$ cat src/rtl/cond_flags_stage_pkg.sv
// Shared condition-code encoding and flag bit positions for the
// condition/flags pipeline stage.
package cond_pkg;

  typedef enum logic [3:0] {
    EQ = 4'b0000,
    NE = 4'b0001,
    CS = 4'b0010,
    CC = 4'b0011,
    MI = 4'b0100,
    PL = 4'b0101,
    VS = 4'b0110,
    VC = 4'b0111,
    HI = 4'b1000,
    LS = 4'b1001,
    GE = 4'b1010,
    LT = 4'b1011,
    GT = 4'b1100,
    LE = 4'b1101,
    AL = 4'b1110,
    NV = 4'b1111
  } cond_e;

  localparam int unsigned FLAG_N = 0;
  localparam int unsigned FLAG_Z = 1;
  localparam int unsigned FLAG_C = 2;
  localparam int unsigned FLAG_V = 3;

endpackage

$ cat src/rtl/cond_flags_stage_if.sv
// Valid/ready bus around the condition/flags stage: upstream ALU side
// (i_*) and downstream side (o_*), named as seen by the stage.
interface cond_flags_stage_if #(
  parameter int unsigned N = 64
) ();
  logic         i_valid;
  logic         o_ready;
  logic [N-1:0] i_result;
  logic [3:0]   i_nzcv;
  logic         i_set_flags;
  logic         i_is_bcond;
  logic [3:0]   i_cond;
  logic         o_valid;
  logic         i_ready;
  logic [N-1:0] o_result;
  logic         o_taken;
  logic [3:0]   o_flags;
  logic [15:0]  o_taken_cnt;

  modport master (
    output i_valid, i_result, i_nzcv, i_set_flags, i_is_bcond, i_cond, i_ready,
    input  o_ready, o_valid, o_result, o_taken, o_flags, o_taken_cnt
  );

  modport slave (
    input  i_valid, i_result, i_nzcv, i_set_flags, i_is_bcond, i_cond, i_ready,
    output o_ready, o_valid, o_result, o_taken, o_flags, o_taken_cnt
  );
endinterface

$ cat src/rtl/cond_eval.sv
// Combinational condition-code evaluation against a 4-bit NZCV flag word.
module cond_eval
  import cond_pkg::*;
(
  input  logic [3:0] flags,
  input  logic [3:0] cond,
  output logic       cond_true
);
  logic n, z, c, v;

  always_comb begin
    n = flags[FLAG_N];
    z = flags[FLAG_Z];
    c = flags[FLAG_C];
    v = flags[FLAG_V];
    cond_true = 1'b1;
    case (cond_e'(cond))
      EQ: cond_true = z;
      NE: cond_true = !z;
      CS: cond_true = c;
      CC: cond_true = !c;
      MI: cond_true = n;
      PL: cond_true = !n;
      VS: cond_true = v;
      VC: cond_true = !v;
      HI: cond_true = c && !z;
      LS: cond_true = !(c && !z);
      GE: cond_true = (n == v);
      LT: cond_true = (n != v);
      GT: cond_true = !z && (n == v);
      LE: cond_true = !(!z && (n == v));
      default: cond_true = 1'b1;
    endcase
  end
endmodule

$ cat src/rtl/cond_flags_stage.sv
// Single-entry pipeline stage: registers the ALU result, maintains the
// architectural flag register and resolves conditional branches.
module cond_flags_stage
  import cond_pkg::*;
#(
  parameter int unsigned N = 64
) (
  input logic               i_clk,
  input logic               i_rst_n,
  cond_flags_stage_if.slave bus
);
  logic         valid_q, valid_d;
  logic [N-1:0] result_q, result_d;
  logic         taken_q, taken_d;
  logic [3:0]   flags_q, flags_d;
  logic [15:0]  cnt_q, cnt_d;
  logic         ready, in_xfer, out_xfer, cond_true, taken_new;

  // Evaluated on the registered flags, so a flag-setting branch sees old flags.
  cond_eval u_cond_eval (
    .flags     (flags_q),
    .cond      (bus.i_cond),
    .cond_true (cond_true)
  );

  always_comb begin
    ready     = !valid_q || bus.i_ready;
    in_xfer   = bus.i_valid && ready;
    out_xfer  = valid_q && bus.i_ready;
    taken_new = bus.i_is_bcond && cond_true;

    valid_d  = valid_q;
    result_d = result_q;
    taken_d  = taken_q;
    flags_d  = flags_q;
    cnt_d    = cnt_q;

    if (in_xfer) begin
      valid_d  = 1'b1;
      result_d = bus.i_result;
      taken_d  = taken_new;
      if (bus.i_set_flags) flags_d = bus.i_nzcv;
      if (taken_new && (cnt_q != '1)) cnt_d = cnt_q + 16'd1;
    end else if (out_xfer) begin
      valid_d = 1'b0;
    end
  end

  always_ff @(posedge i_clk or negedge i_rst_n) begin
    if (!i_rst_n) begin
      valid_q  <= 1'b0;
      result_q <= '0;
      taken_q  <= 1'b0;
      flags_q  <= '0;
      cnt_q    <= '0;
    end else begin
      valid_q  <= valid_d;
      result_q <= result_d;
      taken_q  <= taken_d;
      flags_q  <= flags_d;
      cnt_q    <= cnt_d;
    end
  end

  assign bus.o_ready     = ready;
  assign bus.o_valid     = valid_q;
  assign bus.o_result    = result_q;
  assign bus.o_taken     = taken_q;
  assign bus.o_flags     = flags_q;
  assign bus.o_taken_cnt = cnt_q;
endmodule

$ cat src/flat_wrapper.sv
// flat-port wrapper written by rule: the top's interface ports become plain ports
module cond_flags_stage_flat import cond_pkg::*;
#(
  parameter int unsigned N = 64
)
  (i_clk, i_rst_n, bus_i_valid, bus_i_result, bus_i_nzcv, bus_i_set_flags, bus_i_is_bcond, bus_i_cond, bus_i_ready, bus_o_ready, bus_o_valid, bus_o_result, bus_o_taken, bus_o_flags, bus_o_taken_cnt);
  cond_flags_stage_if #(.N(N)) bus_i ();
  input logic i_clk;
  input logic i_rst_n;
  input wire logic [$bits(bus_i.i_valid)-1:0] bus_i_valid;
  input wire logic [$bits(bus_i.i_result)-1:0] bus_i_result;
  input wire logic [$bits(bus_i.i_nzcv)-1:0] bus_i_nzcv;
  input wire logic [$bits(bus_i.i_set_flags)-1:0] bus_i_set_flags;
  input wire logic [$bits(bus_i.i_is_bcond)-1:0] bus_i_is_bcond;
  input wire logic [$bits(bus_i.i_cond)-1:0] bus_i_cond;
  input wire logic [$bits(bus_i.i_ready)-1:0] bus_i_ready;
  output wire logic [$bits(bus_i.o_ready)-1:0] bus_o_ready;
  output wire logic [$bits(bus_i.o_valid)-1:0] bus_o_valid;
  output wire logic [$bits(bus_i.o_result)-1:0] bus_o_result;
  output wire logic [$bits(bus_i.o_taken)-1:0] bus_o_taken;
  output wire logic [$bits(bus_i.o_flags)-1:0] bus_o_flags;
  output wire logic [$bits(bus_i.o_taken_cnt)-1:0] bus_o_taken_cnt;
  assign bus_i.i_valid = bus_i_valid;
  assign bus_i.i_result = bus_i_result;
  assign bus_i.i_nzcv = bus_i_nzcv;
  assign bus_i.i_set_flags = bus_i_set_flags;
  assign bus_i.i_is_bcond = bus_i_is_bcond;
  assign bus_i.i_cond = bus_i_cond;
  assign bus_i.i_ready = bus_i_ready;
  assign bus_o_ready = bus_i.o_ready;
  assign bus_o_valid = bus_i.o_valid;
  assign bus_o_result = bus_i.o_result;
  assign bus_o_taken = bus_i.o_taken;
  assign bus_o_flags = bus_i.o_flags;
  assign bus_o_taken_cnt = bus_i.o_taken_cnt;
  cond_flags_stage #(.N(N)) u_core (.i_clk(i_clk), .i_rst_n(i_rst_n), .bus(bus_i));
endmodule
$ cat config.mk
export PLATFORM = sky130hd
export DESIGN_NAME = cond_flags_stage_flat
export DESIGN_NICKNAME = d
export VERILOG_FILES = /design/src/rtl/cond_flags_stage_pkg.sv /design/src/rtl/cond_flags_stage_if.sv /design/src/rtl/cond_eval.sv /design/src/rtl/cond_flags_stage.sv /design/src/flat_wrapper.sv
export SDC_FILE = /design/constraint.sdc
export NUM_CORES = 1
export LEC_CHECK = 0
export BUFFER_PORTS_ARGS = -buffer_cell sky130_fd_sc_hd__buf_4
export CAP_MARGIN = 20
export CORE_UTILIZATION = 45
export CTS_BUF_LIST = sky130_fd_sc_hd__clkbuf_8
export DETAILED_ROUTE_END_ITERATION = 8
export PLACE_DENSITY = 0.88
export SETUP_SLACK_MARGIN = 0.4
export SYNTH_ARGS = -nofsm -noshare
export SYNTH_HDL_FRONTEND = slang
export SYNTH_SLANG_ARGS = --single-unit
$ cat constraint.sdc
create_clock -name i_clk -period 4 [get_ports i_clk]
set_clock_uncertainty 0.1 [all_clocks]
set_input_delay 0.8 -clock i_clk [delete_from_list [all_inputs] [get_ports i_clk]]
set_output_delay 0.8 -clock i_clk [all_outputs]
set_load 0.02 [all_outputs]
==> results.py, run 1 <==
metrics = {
    "cts": {
        "hold_buffers": 0,
        "root_buffer": "clkbuf_8",
        "numCtsBuffers": 9,
        "htreeDepth": 3,
        "cts_sinks": 86,
        "post_cts.repair.setup_buffers": 0,
        "cts_tree": "built",
        "path_clk_slew_ns": 0.09,
        "cts_resized": 0,
        "clk_path_buf_depth": 2,
        "clk_latency_ns": 0.34,
    },
    "drt": {
        "vias": 3186,
        "drt-total-wl_mm": 8.905,
        "viasPerCell": 4.872,
        "drc_errors": 0,
        "drt-pass1-iter-count": 4,
        "antenna_left": 0,
        "drt-initial-drc-count": 94,
        "routedWlPerCell_um": 13.62,
    },
    "place": {
        "io_buffers": 164,
        "dpl.cell_count": 638,
        "gp_congestion": 0.8242,
        "place.detailed.hpwl_mm": 6.473,
    },
    "finish": {
        "fillCellCount": 659,
        "insertedDiodeCount": 0,
        "drive_gt1_frac": 0.3641,
        "post_layout_nonfiller_instances": 654,
        "layout-area-overhead-vs-synth_pct": 41.68,
        "final_nets": 627,
    },
    "die": {
        "fp.dieH_um": 92.11,
        "core_area_um2": 7807,
        "io_pins": 165,
        "die_w_um": 92.11,
        "start_util": 0.4679,
        "dieArea_um2": 8483,
        "rows": 32,
    },
    "power_and_ir_drop": {
        "ir_drop_mv": 0.2596,
        "power_switching_share": 0.3231,
        "p_int_mw": 1.579,
        "p_leak_nw": 2.836,
        "comb_power_share": 0.281,
        "p_seq_frac": 0.467,
        "switching_power_uw": 753.4,
        "p_clk_frac": 0.252,
        "p_per_area_nw_per_um2": 450.5,
    },
    "synthesis": {
        "syn_nets": 466,
        "ys_ff_latch": 86,
        "syn_area_per_cell_um2": 9.441,
        "async_flop_share": 1.000,
        "syn_area_um2": 3654,
        "syn_inst": 387,
        "synth_ff_type": "dfrtp_1",
        "yosysWarnings": 0,
        "synth-seq-area-share": 0.5890,
        "synth.distinct_cells": 37,
        "synth_edf_count": 0,
    },
    "setup_path": {
        "rrSetupSlack_ns": 1.65,
        "cp.arrival_ns": 2.54,
        "startpoint": "bus_i_cond[0]",
        "r2r-end": "u_core.bus.o_taken_cnt[1]",
        "crit_path_end_kind": "flip-flop",
        "cp_max_fo": 16,
        "endpoint": "u_core.bus.o_taken_cnt[1]",
        "path_class": "input pin to flip-flop",
        "r2r-start": "u_core.bus.o_flags[0]",
        "rr_worst_depth": 7,
        "startpoint_type": "input pin",
        "crit_required_ns": 4.12,
    },
    "run_status": {
        "status": "complete, no violations",
    },
    "global_route": {
        "antenna_found_initial": 0,
        "grtUsageMet1": 0.2541,
        "met2_usage": 0.3806,
        "overflow": 0,
        "grt_pass1_vias": 3192,
        "grt.busiest_layer": "met2",
        "grt_max_degree": 87,
        "grt_use_total": 0.2166,
        "met3_usage": 0.05721,
        "grt_pass1_wl_mm": 14.39,
    },
    "timing": {
        "slew_violations": 0,
        "rsz0062_at_grt": "no",
        "setup_viol": 0,
        "tightestPinTransition_ns": 0.6330,
        "fin_crit_sh": 0.6041,
        "finalSetupTns_ns": 0,
        "slew_headroom": 0.5780,
        "layout_min_cycle_time_ns": 2.416,
        "hold_viol_final": 0,
        "fmax_mhz": 413.8,
    },
    "hold_path": {
        "hp-class": "input pin to asynchronous set/reset pin",
    },
    "job": {
        "drv_cap": 0,
    },
}
sequential cells by signal, indices dropped and copies added (netlist names):
register                count
u_core.bus.o_flags          4
u_core.bus.o_result        64
u_core.bus.o_taken          1
u_core.bus.o_taken_cnt     16
u_core.bus.o_valid          1
power by group through the flow:
stage	Combinational [mW]	Sequential (mW)	Clock [mW]
6_report	0.654	1.09	0.588
5_1_grt	0.709	1.11	0.641
4_1_cts	0.659	1.09	0.608
3_5_place_dp	0.658	1.10	0
3_3_place_gp	0.635	1.10	0
2_1_floorplan	0.187	1.24	0
Yosys cell counts, types with 2 or more instances:
cell	count	area [um^2]
nand3_1	8	40.04
nor4_1	3	18.77
nand2_1	202	758.2
and3_1	4	25.02
nand4_1	2	12.51
xor2_1	15	131.4
nor4_2	7	87.58
mux2_2	5	56.30
clkbuf_1	9	33.78
buf_6	3	33.78
o21ai_0	2	10.01
dfrtp_1	86	2152
a21oi_1	2	10.01
buf_1	5	18.77
nor3_1	4	20.02
inv_1	5	18.77
xnor2_1	3	26.28
nand2b_1	3	18.77
layout by cell type (no fill, tap or decap), types with 4 or more instances in the layout:
cell / instances
and3_1: 4
buf_4: 166
clkbuf_8: 10
dfrtp_1: 86
inv_1: 6
mux2_2: 5
nand2_1: 201
nand3_1: 8
nor3_1: 4
nor4_2: 7
xor2_1: 15
routing by layer:
| layer | wire (um) | up-vias |
|---|---|---|
| met5 | 0 | - |
| met4 | 208 | 0 |
| met3 | 624 | 17 |
| met2 | 4556 | 119 |
| met1 | 3516 | 1500 |
| li1 | - | 1550 |
per-stage QoR:
step	util	power, mW	cell area, um^2	setup WS (ns)	hold slack [ns]
floorplan	-	1.429	3654	1.518	0.4044
detailed placement	0.6353	1.763	4960	1.234	0.3640
finish	0.6630	2.332	5176	1.584	0.2685
global route	0.6630	2.455	5176	1.516	0.2751
CTS	0.6595	2.357	5149	1.598	0.3845
global placement	0.6327	1.733	4940	1.288	0.3582
critical path, stage by stage:
cell and delay (ns):
buf_4 0.14, or4_1 0.54, o211ai_2 0.10, a221oi_4 0.04
buf_4 0.22, nor3_1 0.32, mux2_1 0.36
cell type report:
| type | instances | area, um^2 | share of cell area |
|---|---|---|---|
| clock buffers | 10 | 137.6 | 0.02659 |
| clock inverters | 5 | 51.30 | 0.009911 |
| inverters | 5 | 18.77 | 0.003626 |
| multi-input cells | 278 | 1395 | 0.2695 |
| flip-flops and latches | 86 | 2152 | 0.4158 |
| well taps | 102 | 127.6 | 0.02466 |
| repair buffers | 168 | 1294 | 0.2499 |
cell families after synthesis:
kind of cell,count (synthesis),share of synthesized area
buffers and inverters,23,0.03014
xor gates and xnor gates,18,0.04315
DFF,86,0.5890
and+or+nand+nor,240,0.2836
muxes,7,0.02123
AOI/OAI and AO/OA,12,0.02946
adders and majority gates,1,0.003424
how the worst min path moves through the flow:
stage,endpoint,cells after the start
2_1_floorplan,u_core.bus.o_flags[0],0
3_3_place_gp,u_core.bus.o_result[47],2
3_5_place_dp,u_core.bus.o_result[39],2
4_1_cts,u_core.bus.o_result[7],2
5_1_grt,u_core.bus.o_taken_cnt[15],1
6_report,u_core.bus.o_taken_cnt[14],1
Power figures use the tool's default switching activity.
==> run 2: changes to the inputs <==
Clock period 4 ns to 2.4 ns, I/O delays scaled along.
==> run 2 against run 1 <==
Compared with the run above: sequential power is 68% higher; hold slack worse by 0.26 ns; via count is 4.4% higher; wire length is 8.6% higher; combinational power is 97% higher; sequential cell count stayed put; design area is 6.7% higher; power is 75% higher; largest power group unchanged; non-clock buffer count is 17 higher.
==> results.py, run 2 (synthesis gave the netlist of run 1 again) <==
metrics = {
    "drt": {
        "antenna_left": 0,
        "drt-pass1-iter-count": 4,
        "drt-total-wl_mm": 9.668,
        "drt-initial-drc-count": 127,
        "vias": 3325,
        "routedWlPerCell_um": 14.39,
        "viasPerCell": 4.948,
        "drc_errors": 0,
    },
    "die": {
        "dieArea_um2": 8483,
        "io_pins": 165,
        "rows": 32,
        "start_util": 0.4679,
        "fp.dieH_um": 92.11,
        "core_area_um2": 7807,
        "die_w_um": 92.11,
    },
    "cts": {
        "path_clk_slew_ns": 0.08,
        "root_buffer": "clkbuf_8",
        "hold_buffers": 0,
        "cts_sinks": 86,
        "clk_latency_ns": 0.33,
        "clk_path_buf_depth": 2,
        "numCtsBuffers": 9,
        "htreeDepth": 3,
        "cts_tree": "built",
    },
    "place": {
        "dpl.cell_count": 643,
        "gp_congestion": 0.9424,
        "place.detailed.hpwl_mm": 6.511,
        "io_buffers": 164,
        "placed_area_um2": 5020,
    },
    "finish": {
        "final_cell_mix": "200 x nand2_1, 180 x buf_4, 81 x dfrtp_1, 14 x xor2_1",
        "drive_gt1_frac": 0.4228,
        "final_nets": 644,
        "fillCellCount": 567,
        "post_layout_nonfiller_instances": 672,
        "insertedDiodeCount": 0,
        "largest_register_ffs": 64,
        "final_common_cell": "nand2_1",
        "final_area_um2": 5525,
        "post-route-util": 0.7077,
        "layout-area-overhead-vs-synth_pct": 51.23,
    },
    "timing": {
        "hold_viol_final": 0,
        "rsz0062_at_grt": "yes",
        "layout_min_cycle_time_ns": 2.077,
        "slew_headroom": 0.6487,
        "finalSetupTns_ns": 0,
        "fmax_mhz": 481.5,
        "slew_violations": 0,
        "setup_viol": 0,
        "tightestPinTransition_ns": 0.5269,
        "fin_crit_sh": 0.8654,
    },
    "setup_path": {
        "rrSetupSlack_ns": 0.32,
        "cp.arrival_ns": 2.20,
        "cpMaxStageDelayCell": "dfrtp_2",
        "crit_buf_inv": 1,
        "crit_path_end_kind": "flip-flop",
        "crit_family": "simple AND/OR/NAND/NOR gates",
        "path_cells": "xor2_2 -> or4_4 -> o211ai_2 -> a221oi_4 -> buf_12 -> nor3_4 -> mux2_2",
        "cp_max_fo": 8,
        "crit_required_ns": 2.53,
        "path_class": "flip-flop to flip-flop",
        "startpoint": "u_core.bus.o_flags[0]",
        "slowest_delay_ns": 0.46,
        "startpoint_type": "flip-flop",
        "r2r-start": "u_core.bus.o_flags[0]",
    },
    "run_status": {
        "status": "complete, no violations",
    },
    "hold_path": {
        "hp-class": "input pin to asynchronous set/reset pin",
    },
    "global_route": {
        "overflow": 0,
        "grt_pass1_vias": 3219,
        "grt_use_total": 0.2309,
        "grt_max_degree": 47,
        "antenna_found_initial": 0,
        "grt_pass1_wl_mm": 15.31,
    },
    "power_and_ir_drop": {
        "p_per_area_nw_per_um2": 739.7,
        "p_leak_nw": 2.974,
        "ir_drop_mv": 0.4731,
    },
    "job": {
        "drv_cap": 0,
    },
}
[run 2: cell types whose count changed in the layout (fill, tap and decap cells not counted), sizes merged]
cell,delta
buf,+17
clkbuf,-1
clkinvlp,+2
[run 2: path summary, 6_finish.rpt]
path | depth (start not counted) | to
max | 7 | u_core.bus.o_taken_cnt[12]
min | 1 | u_core.bus.o_result[28]
max reg2reg | 7 | u_core.bus.o_taken_cnt[12]
min reg2reg | 2 | u_core.bus.o_result[24]
max in group asynchronous | 2 | u_core.bus.o_flags[1]
min in group i_clk | 3 | u_core.bus.o_result[10]
[run 2: final cells by class]
class / instances / area, um^2 / share of cell area
multi-input cells: 278 / 1589 / 0.2876
inverters: 5 / 18.77 / 0.003397
clock inverters: 7 / 66.31 / 0.01200
repair buffers: 185 / 1441 / 0.2609
well taps: 102 / 127.6 / 0.02310
flip-flops and latches: 86 / 2158 / 0.3906
clock buffers: 9 / 123.9 / 0.02242
[run 2: what timing repair did]
item,4_1_cts,5_1_grt
pin swaps,19,8
resized for setup,23,14
setup endpoints to repair,14,17
cloned,1,0
setup buffers,6,6
[run 2: per-layer routing]
metal  share of wire  GRT usage  vias to the layer above
met3           0.059    0.03980                       19
met1            0.42     0.2930                     1587
met4           0.021    0.08594                        0
met2            0.50     0.3955                      134
met5               0          0                        -
li1                -          -                     1585
[run 2: stage by stage]
stage | total power, mW | worst slack (ns) | hold WS [ns]
finish | 4.087 | 0.3230 | 0.005861
global route | 4.296 | 0.2302 | 0.04355
CTS | 4.029 | 0.3308 | 0.02093
detailed placement | 2.960 | 0.07110 | 0.3637
global placement | 2.915 | 0.1524 | 0.3589
floorplan | 2.385 | 0.3413 | 0.08441
[run 2: power breakdown]
group	internal (mW)	switching (mW)	total, mW	leakage, nW
logic	0.598	0.693	1.29	1.82
registers	1.66	0.170	1.83	1.06
clock network	0.473	0.498	0.972	0.0924
[run 2: worst reg2reg max path, cell delays in order, from the launching register on]
cell	delay (ns)
dfrtp_2	0.46
xor2_2	0.18
or4_4	0.42
o211ai_2	0.10
a221oi_4	0.07
buf_12	0.18
nor3_4	0.12
mux2_2	0.35
==> run 3: changes to the inputs <==
Settings changed: ABC_AREA from default to 1, PLACE_DENSITY 0.88 to 0.87.
==> run 3 against run 2 <==
Compared with the run above: combinational power shrank 13%; utilization down 5.4 points; wire length is 5.9% higher; setup slack gained 0.22 ns; sequential share of layout area up 0.60 points; sequential power down 3%; critical path depth is 1 higher; global-route usage up 0.26 points; critical path type unchanged; largest cell class unchanged.
==> results.py, run 3 <==
metrics = {
    "run_status": {
        "status": "complete, no violations",
    },
    "finish": {
        "layout-area-overhead-vs-synth_pct": 39.27,
        "final_nets": 729,
        "multi_input_area_um2": 1575,
        "ff_latch_area_um2": 2152,
        "fillCellCount": 693,
        "insertedDiodeCount": 0,
        "post-route-util": 0.6539,
        "final_common_cell": "nand2_1",
        "drive_gt1_frac": 0.3150,
        "final_cell_mix": "271 x nand2_1, 168 x buf_4, 86 x dfrtp_1, 21 x nor2_1, 17 x nand4_1",
        "largest_register_ffs": 64,
    },
    "synthesis": {
        "syn_area_per_cell_um2": 7.984,
        "syn_nets": 567,
        "ys_ff_latch": 86,
        "ys_top_cells_by_area": "dfrtp_1 55%, nand2_1 26%, nand4_1 2.7%, nand3_1 2.1%, nor2_1 2.0%",
        "syn_area_um2": 3896,
        "synth_ff_type": "dfrtp_1",
        "async_flop_share": 1.000,
        "yosysWarnings": 0,
        "yosysTopAreaCell": "dfrtp_1",
        "synth_common_cells": "272 x nand2_1, 86 x dfrtp_1, 21 x nor2_1",
        "syn_inst": 488,
        "synth-seq-area-share": 0.5523,
        "synth_edf_count": 0,
        "yosysMostFrequentCell": "nand2_1",
        "synth_top_area_share": 0.5523,
        "synth.distinct_cells": 27,
    },
    "timing": {
        "setup_viol": 0,
        "layout_min_cycle_time_ns": 1.859,
        "fin_crit_sh": 0.7748,
        "fmax_mhz": 537.8,
        "tightestPinTransition_ns": 0.4687,
        "rsz0062_at_grt": "no",
        "hold_viol_final": 0,
        "fin_ws_ns": 0.5406,
        "slew_violations": 0,
        "slew_headroom": 0.6876,
        "finalSetupTns_ns": 0,
    },
    "power_and_ir_drop": {
        "p_clk_frac": 0.242,
        "p_seq_frac": 0.467,
        "power_switching_share": 0.3378,
        "p_int_mw": 2.531,
        "p_total_mw": 3.822,
        "p_leak_nw": 3.054,
        "ir_drop_mv": 0.3775,
        "switching_power_mw": 1.291,
        "p_per_area_nw_per_um2": 704.3,
        "comb_power_share": 0.292,
    },
    "setup_path": {
        "path_cells": "ha_1 -> nand2_1 -> nor2_4 -> nand2_1 -> a211oi_1 -> nand3_1 -> nand2_1 -> nand2_1",
        "startpoint_type": "flip-flop",
        "path_class": "flip-flop to flip-flop",
        "cp.arrival_ns": 1.99,
        "crit_required_ns": 2.53,
        "crit_family": "simple AND/OR/NAND/NOR gates",
        "crit_buf_inv": 0,
        "crit_path_end_kind": "flip-flop",
        "rrSetupSlack_ns": 0.54,
        "cpMaxStageDelayCell": "dfrtp_1",
        "crit_top_cell": "nand2_1",
        "cp_max_fo": 5,
        "slowest_delay_ns": 0.43,
    },
    "die": {
        "rows": 33,
        "io_pins": 165,
        "start_util": 0.4695,
        "dieArea_um2": 9035,
        "die_w_um": 95.05,
        "core_area_um2": 8299,
        "fp.dieH_um": 95.05,
    },
    "drt": {
        "drt-pass1-iter-count": 4,
        "antenna_left": 0,
        "drt-total-wl_mm": 10.24,
        "drc_errors": 0,
        "routedWlPerCell_um": 13.48,
        "vias": 3770,
        "viasPerCell": 4.967,
        "drt-initial-drc-count": 157,
    },
    "cts": {
        "root_buffer": "clkbuf_8",
        "htreeDepth": 3,
        "cts_sinks": 86,
        "cts_tree": "built",
        "clk_path_buf_depth": 2,
        "clk_latency_ns": 0.34,
        "path_clk_slew_ns": 0.09,
        "numCtsBuffers": 9,
    },
    "place": {
        "gp_congestion": 0.8820,
        "io_buffers": 164,
        "post-place-ws_ns": 0.3923,
        "place.detailed.hpwl_mm": 7.376,
    },
    "global_route": {
        "grt_pass1_vias": 3737,
        "antenna_found_initial": 0,
        "grt_use_total": 0.2336,
        "grt_pass1_wl_mm": 16.44,
        "overflow": 0,
        "grt_max_degree": 53,
    },
    "job": {
        "drv_cap": 0,
    },
    "hold_path": {
        "hp-class": "input pin to flip-flop",
    },
}
## run 3: power groups by stage
stage | clock [mW] | combinational (mW) | sequential, mW
after floorplan | 0 | 0.340 | 2.03
after global placement | 0 | 1.07 | 1.80
after detailed placement | 0 | 1.10 | 1.81
after CTS | 0.945 | 1.10 | 1.78
after global routing | 0.986 | 1.22 | 1.81
final | 0.923 | 1.12 | 1.78
## run 3: final timing paths
check / startpoint / end / cells past startpoint
worst max-delay path: u_core.bus.o_taken_cnt[0] / u_core.bus.o_taken_cnt[12] / 8
worst min-delay path: bus_i_result[20] / u_core.bus.o_result[20] / 3
worst max register to register: u_core.bus.o_taken_cnt[0] / u_core.bus.o_taken_cnt[12] / 8
worst min register to register: u_core.bus.o_result[31] / u_core.bus.o_result[31] / 2
max in group asynchronous: i_rst_n / u_core.bus.o_result[51] / 3
min in group asynchronous: i_rst_n / u_core.bus.o_result[38] / 2
## run 3: cell families (layout without fill, tap and decap cells)
logic type               count (synthesis)  count (layout)  synth area share
adder cells (fa/ha/maj)                  1               1          0.003211
XOR/XNOR                                10              10           0.02248
flip-flops                              86              86            0.5523
AO/OA/AOI/OAI                            8               8           0.01092
buffers and inverters                   42             207           0.05042
AND/OR/NAND/NOR                        341             342            0.3606
## run 3: per-layer routing
layer / up-vias / global-route usage / part of all wire
li1: 1829 / - / -
met1: 1781 / 0.2683 / 0.39
met2: 147 / 0.4185 / 0.52
met3: 13 / 0.06619 / 0.075
met4: 0 / 0.07449 / 0.013
met5: - / 0 / 0
## run 3: what timing repair did
action / 4_1_cts / 5_1_grt
endpoints found under the setup margin: 0 / 14
hold endpoints to repair: 15 / 0
hold buffers: 1 / 0
resized for setup: 0 / 4
setup buffers: 0 / 1
## run 3: stage by stage
step | instances | instance area [um^2] | hold slack, ns
floorplan | 488 | 3896 | 0.08441
global placement | 741 | 5206 | 0.3602
detailed placement | 741 | 5206 | 0.3660
CTS | 757 | 5391 | 0.2140
global route | 759 | 5426 | 0.2220
finish | 759 | 5426 | 0.2292
## run 3: cell type report
type | count | area share
Multi-Input combinational cell | 361 | 0.2903
Inverter | 21 | 0.01499
Sequential cell | 86 | 0.3966
Tap cell | 105 | 0.02421
Clock buffer | 11 | 0.02790
Clock inverter | 4 | 0.004381
Timing Repair Buffer | 171 | 0.2416
## run 3: worst register-to-register path: stages (launching register included)
cell and delay [ns]:
dfrtp_1 0.43, ha_1 0.21, nand2_1 0.15, nor2_4 0.19, nand2_1 0.12, a211oi_1 0.31
nand3_1 0.12, nand2_1 0.08, nand2_1 0.04
